===== src/rtl/hwloop_unit.sv =====
`default_nettype none
// hwloop_unit: hardware-loop start/end/count register file and loop-end redirect controller.
// Optional HWLP_ITER_COUNT_EN adds hwlp_iter_o, a saturating count of cycles with hwlp_jump_o=1.
module hwloop_unit #(
    parameter int N_LOOPS = 2,
    parameter int CNT_W   = 32
) (
    input  logic                       clk,
    input  logic                       rst_n,
    input  logic [2:0]                 csr_we_i,
    input  logic                       csr_regid_i,
    input  logic [31:0]                csr_data_i,
    input  logic [2:0]                 ins_we_i,
    input  logic                       ins_regid_i,
    input  logic [31:0]                ins_start_i,
    input  logic [31:0]                ins_end_i,
    input  logic [CNT_W-1:0]           ins_cnt_i,
    input  logic [31:0]                pc_id_i,
    input  logic                       id_valid_i,
    output logic [32*N_LOOPS-1:0]      hwlp_start_o,
    output logic [32*N_LOOPS-1:0]      hwlp_end_o,
    output logic [CNT_W*N_LOOPS-1:0]   hwlp_cnt_o,
    output logic                       hwlp_jump_o,
    output logic [31:0]                hwlp_target_o,
    output logic                       hwlp_dec_o
`ifdef HWLP_ITER_COUNT_EN
    ,
    output logic [31:0]                hwlp_iter_o
`endif
);

    localparam int SEL_W = (N_LOOPS > 1) ? $clog2(N_LOOPS) : 1;

    logic [31:0]      start_q [N_LOOPS];
    logic [31:0]      end_q   [N_LOOPS];
    logic [CNT_W-1:0] cnt_q   [N_LOOPS];

    logic [N_LOOPS-1:0] match;
    logic [N_LOOPS-1:0] cnt_wr;
    logic               any_match;
    logic [SEL_W-1:0]   sel;
    logic [CNT_W-1:0]   csr_cnt;

    assign csr_cnt = csr_data_i[CNT_W-1:0];

    always_comb begin
        match     = '0;
        cnt_wr    = '0;
        any_match = 1'b0;
        sel       = '0;
        for (int i = 0; i < N_LOOPS; i++) begin
            match[i]  = id_valid_i && (pc_id_i == end_q[i]) && (cnt_q[i] != '0);
            cnt_wr[i] = (ins_we_i[2] && (ins_regid_i == 1'(i))) ||
                        (csr_we_i[2] && (csr_regid_i == 1'(i)));
        end
        // Scan downward so the lowest (innermost) matching loop ends up selected.
        for (int i = N_LOOPS - 1; i >= 0; i--) begin
            if (match[i]) begin
                any_match = 1'b1;
                sel       = SEL_W'(i);
            end
        end
    end

    // Jump is decided on the pre-write count; a same-cycle count write drops the decrement.
    assign hwlp_jump_o   = any_match && (cnt_q[sel] > CNT_W'(1));
    assign hwlp_target_o = hwlp_jump_o ? start_q[sel] : 32'h0;
    assign hwlp_dec_o    = any_match && !cnt_wr[sel];

    always_ff @(posedge clk or negedge rst_n) begin
        if (!rst_n) begin
            for (int i = 0; i < N_LOOPS; i++) begin
                start_q[i] <= '0;
                end_q[i]   <= '0;
                cnt_q[i]   <= '0;
            end
        end else begin
            for (int i = 0; i < N_LOOPS; i++) begin
                if (ins_we_i[0] && (ins_regid_i == 1'(i)))
                    start_q[i] <= ins_start_i & ~32'h1;
                else if (csr_we_i[0] && (csr_regid_i == 1'(i)))
                    start_q[i] <= csr_data_i & ~32'h1;

                if (ins_we_i[1] && (ins_regid_i == 1'(i)))
                    end_q[i] <= ins_end_i & ~32'h1;
                else if (csr_we_i[1] && (csr_regid_i == 1'(i)))
                    end_q[i] <= csr_data_i & ~32'h1;

                if (ins_we_i[2] && (ins_regid_i == 1'(i)))
                    cnt_q[i] <= ins_cnt_i;
                else if (csr_we_i[2] && (csr_regid_i == 1'(i)))
                    cnt_q[i] <= csr_cnt;
                else if (any_match && (sel == SEL_W'(i)))
                    cnt_q[i] <= cnt_q[i] - CNT_W'(1);
            end
        end
    end

    generate
        for (genvar g = 0; g < N_LOOPS; g++) begin : g_flat
            assign hwlp_start_o[32*g +: 32]      = start_q[g];
            assign hwlp_end_o[32*g +: 32]        = end_q[g];
            assign hwlp_cnt_o[CNT_W*g +: CNT_W]  = cnt_q[g];
        end
    endgenerate

`ifdef HWLP_ITER_COUNT_EN
    logic [31:0] iter_q;

    always_ff @(posedge clk or negedge rst_n) begin
        if (!rst_n)
            iter_q <= '0;
        else if (ins_we_i[2])
            iter_q <= '0;
        else if (hwlp_jump_o && (iter_q != 32'hFFFF_FFFF))
            iter_q <= iter_q + 32'd1;
    end

    assign hwlp_iter_o = iter_q;
`endif

endmodule
`default_nettype wire


===== config.mk =====
export PLATFORM = sky130hd
export DESIGN_NAME = hwloop_unit
export DESIGN_NICKNAME = d
export VERILOG_FILES = /design/src/rtl/hwloop_unit.sv
export SDC_FILE = /design/constraint.sdc
export NUM_CORES = 1
export LEC_CHECK = 0
export CAP_MARGIN = 40
export CORE_ASPECT_RATIO = 1.1
export CORE_UTILIZATION = 47
export DETAILED_ROUTE_END_ITERATION = 7
export PLACE_DENSITY = 0.82
export SYNTH_ARGS = -nofsm -noshare
export SYNTH_HDL_FRONTEND = slang
export SYNTH_SLANG_ARGS = --single-unit

===== constraint.sdc =====
create_clock -name clk -period 3.5 [get_ports clk]
set_input_delay 0.525 -clock clk [delete_from_list [all_inputs] [get_ports clk]]
set_output_delay 0.525 -clock clk [all_outputs]
set_load 0.02 [all_outputs]

# Yosys cells after proc, flatten, opt, wreduce, memory -nomap -nowiden
# Cells that the tools add are included.
dict set report classes {
  add_sub_neg 2
  multipliers 0
  n_div 0
  n_lt_le_gt_ge 3
  eq_ne 2
  shifts 0
  n_mux 26
  n_bitwise 4
  reduce_logical 31
}
# op n
set op_table {}
lappend op_table {{$mux W32} 21}
lappend op_table {{$eq A32 B32 Y1} 2}
lappend op_table {{$reduce_bool A32 Y1} 2}
lappend op_table {{$sub A32 B1 Y32 const B} 2}
lappend op_table {{$gt A32 B1 Y1 const B} 1}
lappend op_table {{$logic_and A1 B1 Y1} 20}
lappend op_table {{$reduce_bool A2 Y1} 4}
lappend op_table {{$reduce_bool A3 Y1} 2}
lappend op_table {{$mux W1} 5}
lappend op_table {{$not A1 Y1} 3}
lappend op_table {{$ge A2 B2 Y1 const B} 1}
lappend op_table {{$logic_or A1 B1 Y1} 2}
lappend op_table {{$lt A1 B2 Y1 const B} 1}
lappend op_table {{$not A1 Y2} 1}
lappend op_table {{$logic_not A1 Y1} 1}
dict set report word_totals {
  reg_bits 192
  latchBits 0
  ram_bits 0
  mem_bits_ro 0
  inputBits 171
  output_inout_bits 226
  wordCells 74
  n_memories 0
}

# Depth between registers and ports, before layout
dict set report logic_depth {
  word_depth 12
  ltp_mapped 9
  depth_no_buf 9
}

# Least setup slack after synthesis
# Ideal clock, no wire load.
dict set report synth_timing {
  path_type {reg-to-output}
  startpoint {register cnt_q (netlist bit hwlp_cnt_o[24])}
  endpoint {output hwlp_target_o[10]}
  arrival_ps 2636
  t_required_ps 2975
  slack_ps 339
  stages_incl_launch_ff 9
  n_path_buf 1
  cell_sequence {dfrtp_1 -> or4_4 -> or4_4 -> nor2_4 -> and3_4 -> o2111ai_4 -> a2bb2oi_2 -> buf_2 -> nor2_1}
}
dict set report synth_via {
  elab_chain_cells 10
  word_cells_on_any_way 14
  classes_between {order compare: 1; mux: 9; bitwise: 1; reduce/logical: 3}
}
# item line_no
set synth_rtl {}
lappend synth_rtl {{from (decl)} 36} ;# logic [CNT_W-1:0] cnt_q [N_LOOPS];
lappend synth_rtl {{from (signal, indexed assignment)} 90} ;# cnt_q[i] <= ins_cnt_i;
lappend synth_rtl {{from (signal, indexed assignment)} 92} ;# cnt_q[i] <= csr_cnt;
lappend synth_rtl {{from (signal, indexed assignment)} 94} ;# cnt_q[i] <= cnt_q[i] - CNT_W'(1);
lappend synth_rtl {{$reduce_bool A32 Y1} 52} ;# match[i] = id_valid_i && (pc_id_i == end_q[i]) && (cnt_q[i] != '0);
lappend synth_rtl {{$logic_and A1 B1 Y1} 52}
lappend synth_rtl {{$mux W1} 58} ;# if (match[i]) begin
lappend synth_rtl {{$not A1 Y2 (not written as such)} {66, 67}}
lappend synth_rtl {{$mux W32 (not written as such) (3 in series)} 66} ;# assign hwlp_jump_o = any_match && (cnt_q[sel] > CNT_W'(1));
lappend synth_rtl {{$gt A32 B1 Y1} 66}
lappend synth_rtl {{$logic_and A1 B1 Y1} 66}
lappend synth_rtl {{$mux W32 (*)} 67} ;# assign hwlp_target_o = hwlp_jump_o ? start_q[sel] : 32'h0;
lappend synth_rtl {{to (decl)} 24} ;# output logic [31:0] hwlp_target_o,
# Every way passes the cells marked *; elsewhere a longest branch is shown, timed or not. The select of a mux whose other input is x is not followed.

# Worst setup path in the final report
dict set report layout_timing {
  startpoint {register cnt_q (netlist bit hwlp_cnt_o[57])}
  endpoint {output hwlp_target_o[9]}
}
dict set report layout_via {
  elab_chain_cells 11
  word_cells_on_any_way 15
  classes_between {order compare: 1; mux: 10; bitwise: 1; reduce/logical: 3}
}
# item line_no
set layout_rtl {}
lappend layout_rtl {{$reduce_bool A32 Y1} 52}
lappend layout_rtl {{$logic_and A1 B1 Y1} 52}
lappend layout_rtl {{$mux W1 (2 in series)} 58}
lappend layout_rtl {{$not A1 Y2 (not written as such)} {66, 67}}
lappend layout_rtl {{$mux W32 (not written as such) (3 in series)} 66}
lappend layout_rtl {{$gt A32 B1 Y1} 66}
lappend layout_rtl {{$logic_and A1 B1 Y1} 66}
lappend layout_rtl {{$mux W32 (*)} 67}
# Marked as above.

==> impl_results.md <==
* Routability cong. at 0.993
* Vias in the first global route at 12800
* Final setup viols at 31
* Max Clk Rate at 267 MHz
* Net Sw Frac at 38.6%
* Clock Power Share at 25.3%
* Switching power at 0.00318 W
* Avg Cell Area, Syn at 8.78 um^2
* Clock slew at reported path FFs at 80 ps
* Worst min-delay path class: in -> async
* First-pass GRT wire length at 77900 um
* RSZ-0062 raised after global routing: true
* Area Growth Syn to Fin at 45.5%
* Final WL at 52200 um
* WS Path Type: reg -> out
* Htree depth at 4
* Initial core utilization at 48.3%
* Rows at 60
* Via count at 13100
* Final min period at 3740 ps
* Synth Instances at 1358
* Critical path capture point type: output port
* Synth Register Bits at 188
* NumNets Final at 1953
* Worst setup margin at -241 ps
* DR WL/cell at 24.8 um
* CP max stage delay at 570 ps
* Most used DFF post-synth: dfrtp_1
* Antenna violations before repair at 5
* Die ar. at 26000 um^2
* Worst Setup Start Kind: register
* Hold slack at 78.5 ps
* Cts bufs inserted at 17
* Max-slew headroom at 42.9%
* VDD IR max at 313 uV
* # port buffers at 389
* Leak Pwr at 7.76 nW
* Post-Place Setup Slack at -412 ps
* Post-synth EDFFs at 0
* Skew final at 17.8 ps
* DRT antenna net count at 0
* Req. time, crit path at 2970 ps
* Hold Fails Final Rpt at 0
* Violated checks: setup timing
* Max Cap Viol at 0
* Total track usage at 39.9%
* DR vias/cell at 6.22
* DRC at 0
* Asr flop ratio synth at 100%
* Logic pwr share at 38.9%
* GRT overflow at 0
* CTS tree: built
* Total core area at 24700 um^2
* 1st-iter DRT viols at 1282
* Die height at 169 um
* Worst Path Max Fanout at 11
* Fraction of layout instances using a drive strength above 1 at 12.2%
* Detailed Place HPWL at 38200 um
* Placed cells at 2058
* Ports at 397
* Worst-case reg-to-reg path depth at 9
* Flop pwr share at 35.8%
* Skew-Pair Late Insertion Delay at 450 ps
* Setup Total Neg Slack at -4650 ps
* Max Slew Vio Count at 0
* Mapped cell area at 11900 um^2
* Outcome: complete, but fails checks
* Number of detailed-route iterations in the first pass at 6
* Crit-path cells: or4_4 > or3_4 > nor4_4 > nand4b_1 > nand3_4 > buf_12 > buf_4 > mux2i_1 > nor2_1 > buf_2
* CP arrival at 3220 ps
* Post-synth cell types at 72
* Final cell count without fillers at 2106
* Worst slew pin tran at 854 ps
* Clock Root Buffer: clkbuf_16
* Power Density at 474 nW/um^2
* Max clock buf depth at 2
* Internal at 0.00506 W
* Die width at 154 um
* Clock sinks at 188
* Pin count of the biggest net entering global routing at 84
* Fillers at 1996
* Yosys warning total at 0
* Crit path launch: hwlp_cnt_o[57]$_DFFE_PN0P_
* Reg2reg start: hwlp_cnt_o[26]$_DFFE_PN0P_
* Critical path's slowest cell: or4_4
* Final Cycle Share at 107%
* Share of the yosys chip area belonging to registers at 39.5%
-- cell type report --
type	instances	area [um^2]	area share, %
Timing Repair Buffer	497	4710	27.1
Sequential cell	188	4700	27.1
Tap cell	310	388	2.24
Antenna cell	5	12.5	0.0721
Clock buffer	18	439	2.53
Multi-Input combinational cell	1055	6850	39.5
Clock inverter	14	175	1.01
Inverter	19	71.3	0.411
-- through the flow --
| stage | util [%] | total power (W) | cell area [um^2] |
|---|---|---|---|
| 2_1_floorplan | - | 0.00439 | 11900 |
| 3_3_place_gp | 67.5 | 0.00602 | 16700 |
| 3_5_place_dp | 67.5 | 0.00610 | 16700 |
| 4_1_cts | 69.9 | 0.00817 | 17300 |
| 5_1_grt | 70.2 | 0.00853 | 17300 |
| 6_report | 70.2 | 0.00823 | 17400 |
-- worst paths after layout --
kind | endpoint | slack, ps
min reg2reg | hwlp_cnt_o[37]$_DFFE_PN0P_ | 570
max reg2reg | hwlp_cnt_o[23]$_DFFE_PN0P_ | 350
max | hwlp_target_o[9] | -240
min | hwlp_start_o[62]$_DFFE_PN0P_ | 80
min in group clk | hwlp_cnt_o[37]$_DFFE_PN0P_ | 570
max in group asynchronous | hwlp_start_o[63]$_DFFE_PN0P_ | 2490
-- cells in the final DEF, fill, tap and decap left out, types with 5 or more instances in the layout --
cell,synthesis,final
buf_2,11,29
nor3_1,25,25
buf_4,8,97
mux2i_1,167,163
nand2_1,174,172
buf_12,0,11
o22ai_1,15,15
xor2_1,67,67
nor4_1,51,48
o21ai_0,187,186
a211oi_1,8,8
conb_1,1,5
a21oi_1,75,75
inv_1,19,19
nor2_1,88,88
diode_2,0,5
o211ai_1,13,13
mux2_1,5,5
nand3_1,14,12
or3_1,15,13
xnor2_1,25,25
o311ai_0,6,6
nand4_1,11,11
and3_1,5,5
a31oi_1,10,10
dfrtp_1,188,188
clkbuf_16,0,17
clkdlybuf4s50_1,0,355
-- power groups by stage --
stage | Clock (W) | Sequential, W | Combinational [W]
2_1_floorplan | 0 | 0.00337 | 0.00102
3_5_place_dp | 0 | 0.00296 | 0.00314
3_3_place_gp | 0 | 0.00295 | 0.00307
5_1_grt | 0.00216 | 0.00298 | 0.00339
4_1_cts | 0.00207 | 0.00293 | 0.00316
6_report | 0.00208 | 0.00294 | 0.00320
-- cell families (layout without fill, tap and decap cells) --
kind of cell    count (synthesis)  count (layout)  synth area share, %
flops                         188             188                 39.5
mux                           175             175                 14.8
compound gates                358             358                 17.5
buf+inv                       119             548                 4.24
other cells                     1              10               0.0314
fa+ha+maj                       4               4                0.420
simple gates                  421             421                 16.9
xor+xnor                       92              92                 6.76
-- registers in the layout, indices dropped and copies added, names as in the netlist --
register and cells:
hwlp_start_o 62, hwlp_end_o 62, hwlp_cnt_o 64
-- cell usage after synthesis, types with 3 or more instances --
cell / count / area (um^2)
a211oi_1: 8 / 60.1
a21oi_1: 75 / 375
a22oi_1: 4 / 30.0
a2bb2oi_1: 4 / 35.0
a31oi_1: 10 / 62.6
and2_1: 4 / 25.0
and3_1: 5 / 31.3
buf_1: 10 / 37.5
buf_2: 11 / 55.1
buf_4: 8 / 60.1
clkbuf_1: 69 / 259
dfrtp_1: 188 / 4700
ha_1: 4 / 50.1
inv_1: 19 / 71.3
mux2_1: 5 / 56.3
mux2_2: 3 / 33.8
mux2i_1: 167 / 1670
nand2_1: 174 / 653
nand2b_1: 6 / 37.5
nand3_1: 14 / 70.1
nand4_1: 11 / 68.8
nor2_1: 88 / 330
nor2b_1: 5 / 31.3
nor3_1: 25 / 125
nor4_1: 51 / 319
o211ai_1: 13 / 97.6
o21ai_0: 187 / 936
o21ai_1: 3 / 15.0
o221ai_1: 3 / 26.3
o22ai_1: 15 / 93.8
o311ai_0: 6 / 52.6
o31a_1: 3 / 26.3
or2_2: 4 / 25.0
or3_1: 15 / 93.8
xnor2_1: 25 / 219
xor2_1: 67 / 587
-- critical path: cells and delay by family, from the launching register on --
| kind | cells | cell delay (ps) |
|---|---|---|
| AND/OR/NAND/NOR | 6 | 1750 |
| buffers and inverters | 3 | 450 |
| multiplexers | 1 | 180 |
| flip-flops | 1 | 400 |
-- metal layers --
metal	vias up	share of wire (%)	track usage [%]
met5	-	0	0
met4	0	5.7	21.4
met3	171	10	8.70
met2	889	47	66.1
met1	6321	37	48.7
li1	5722	-	-
-- timing repair --
action                                  CTS  global route
pin swaps                                 3             3
cloned                                    2             0
hold buffers                              0             0
resized for setup                       144            11
setup buffers                             5             5
endpoints found under the setup margin   32            33
No activity file was read; power rests on OpenSTA's default activity.
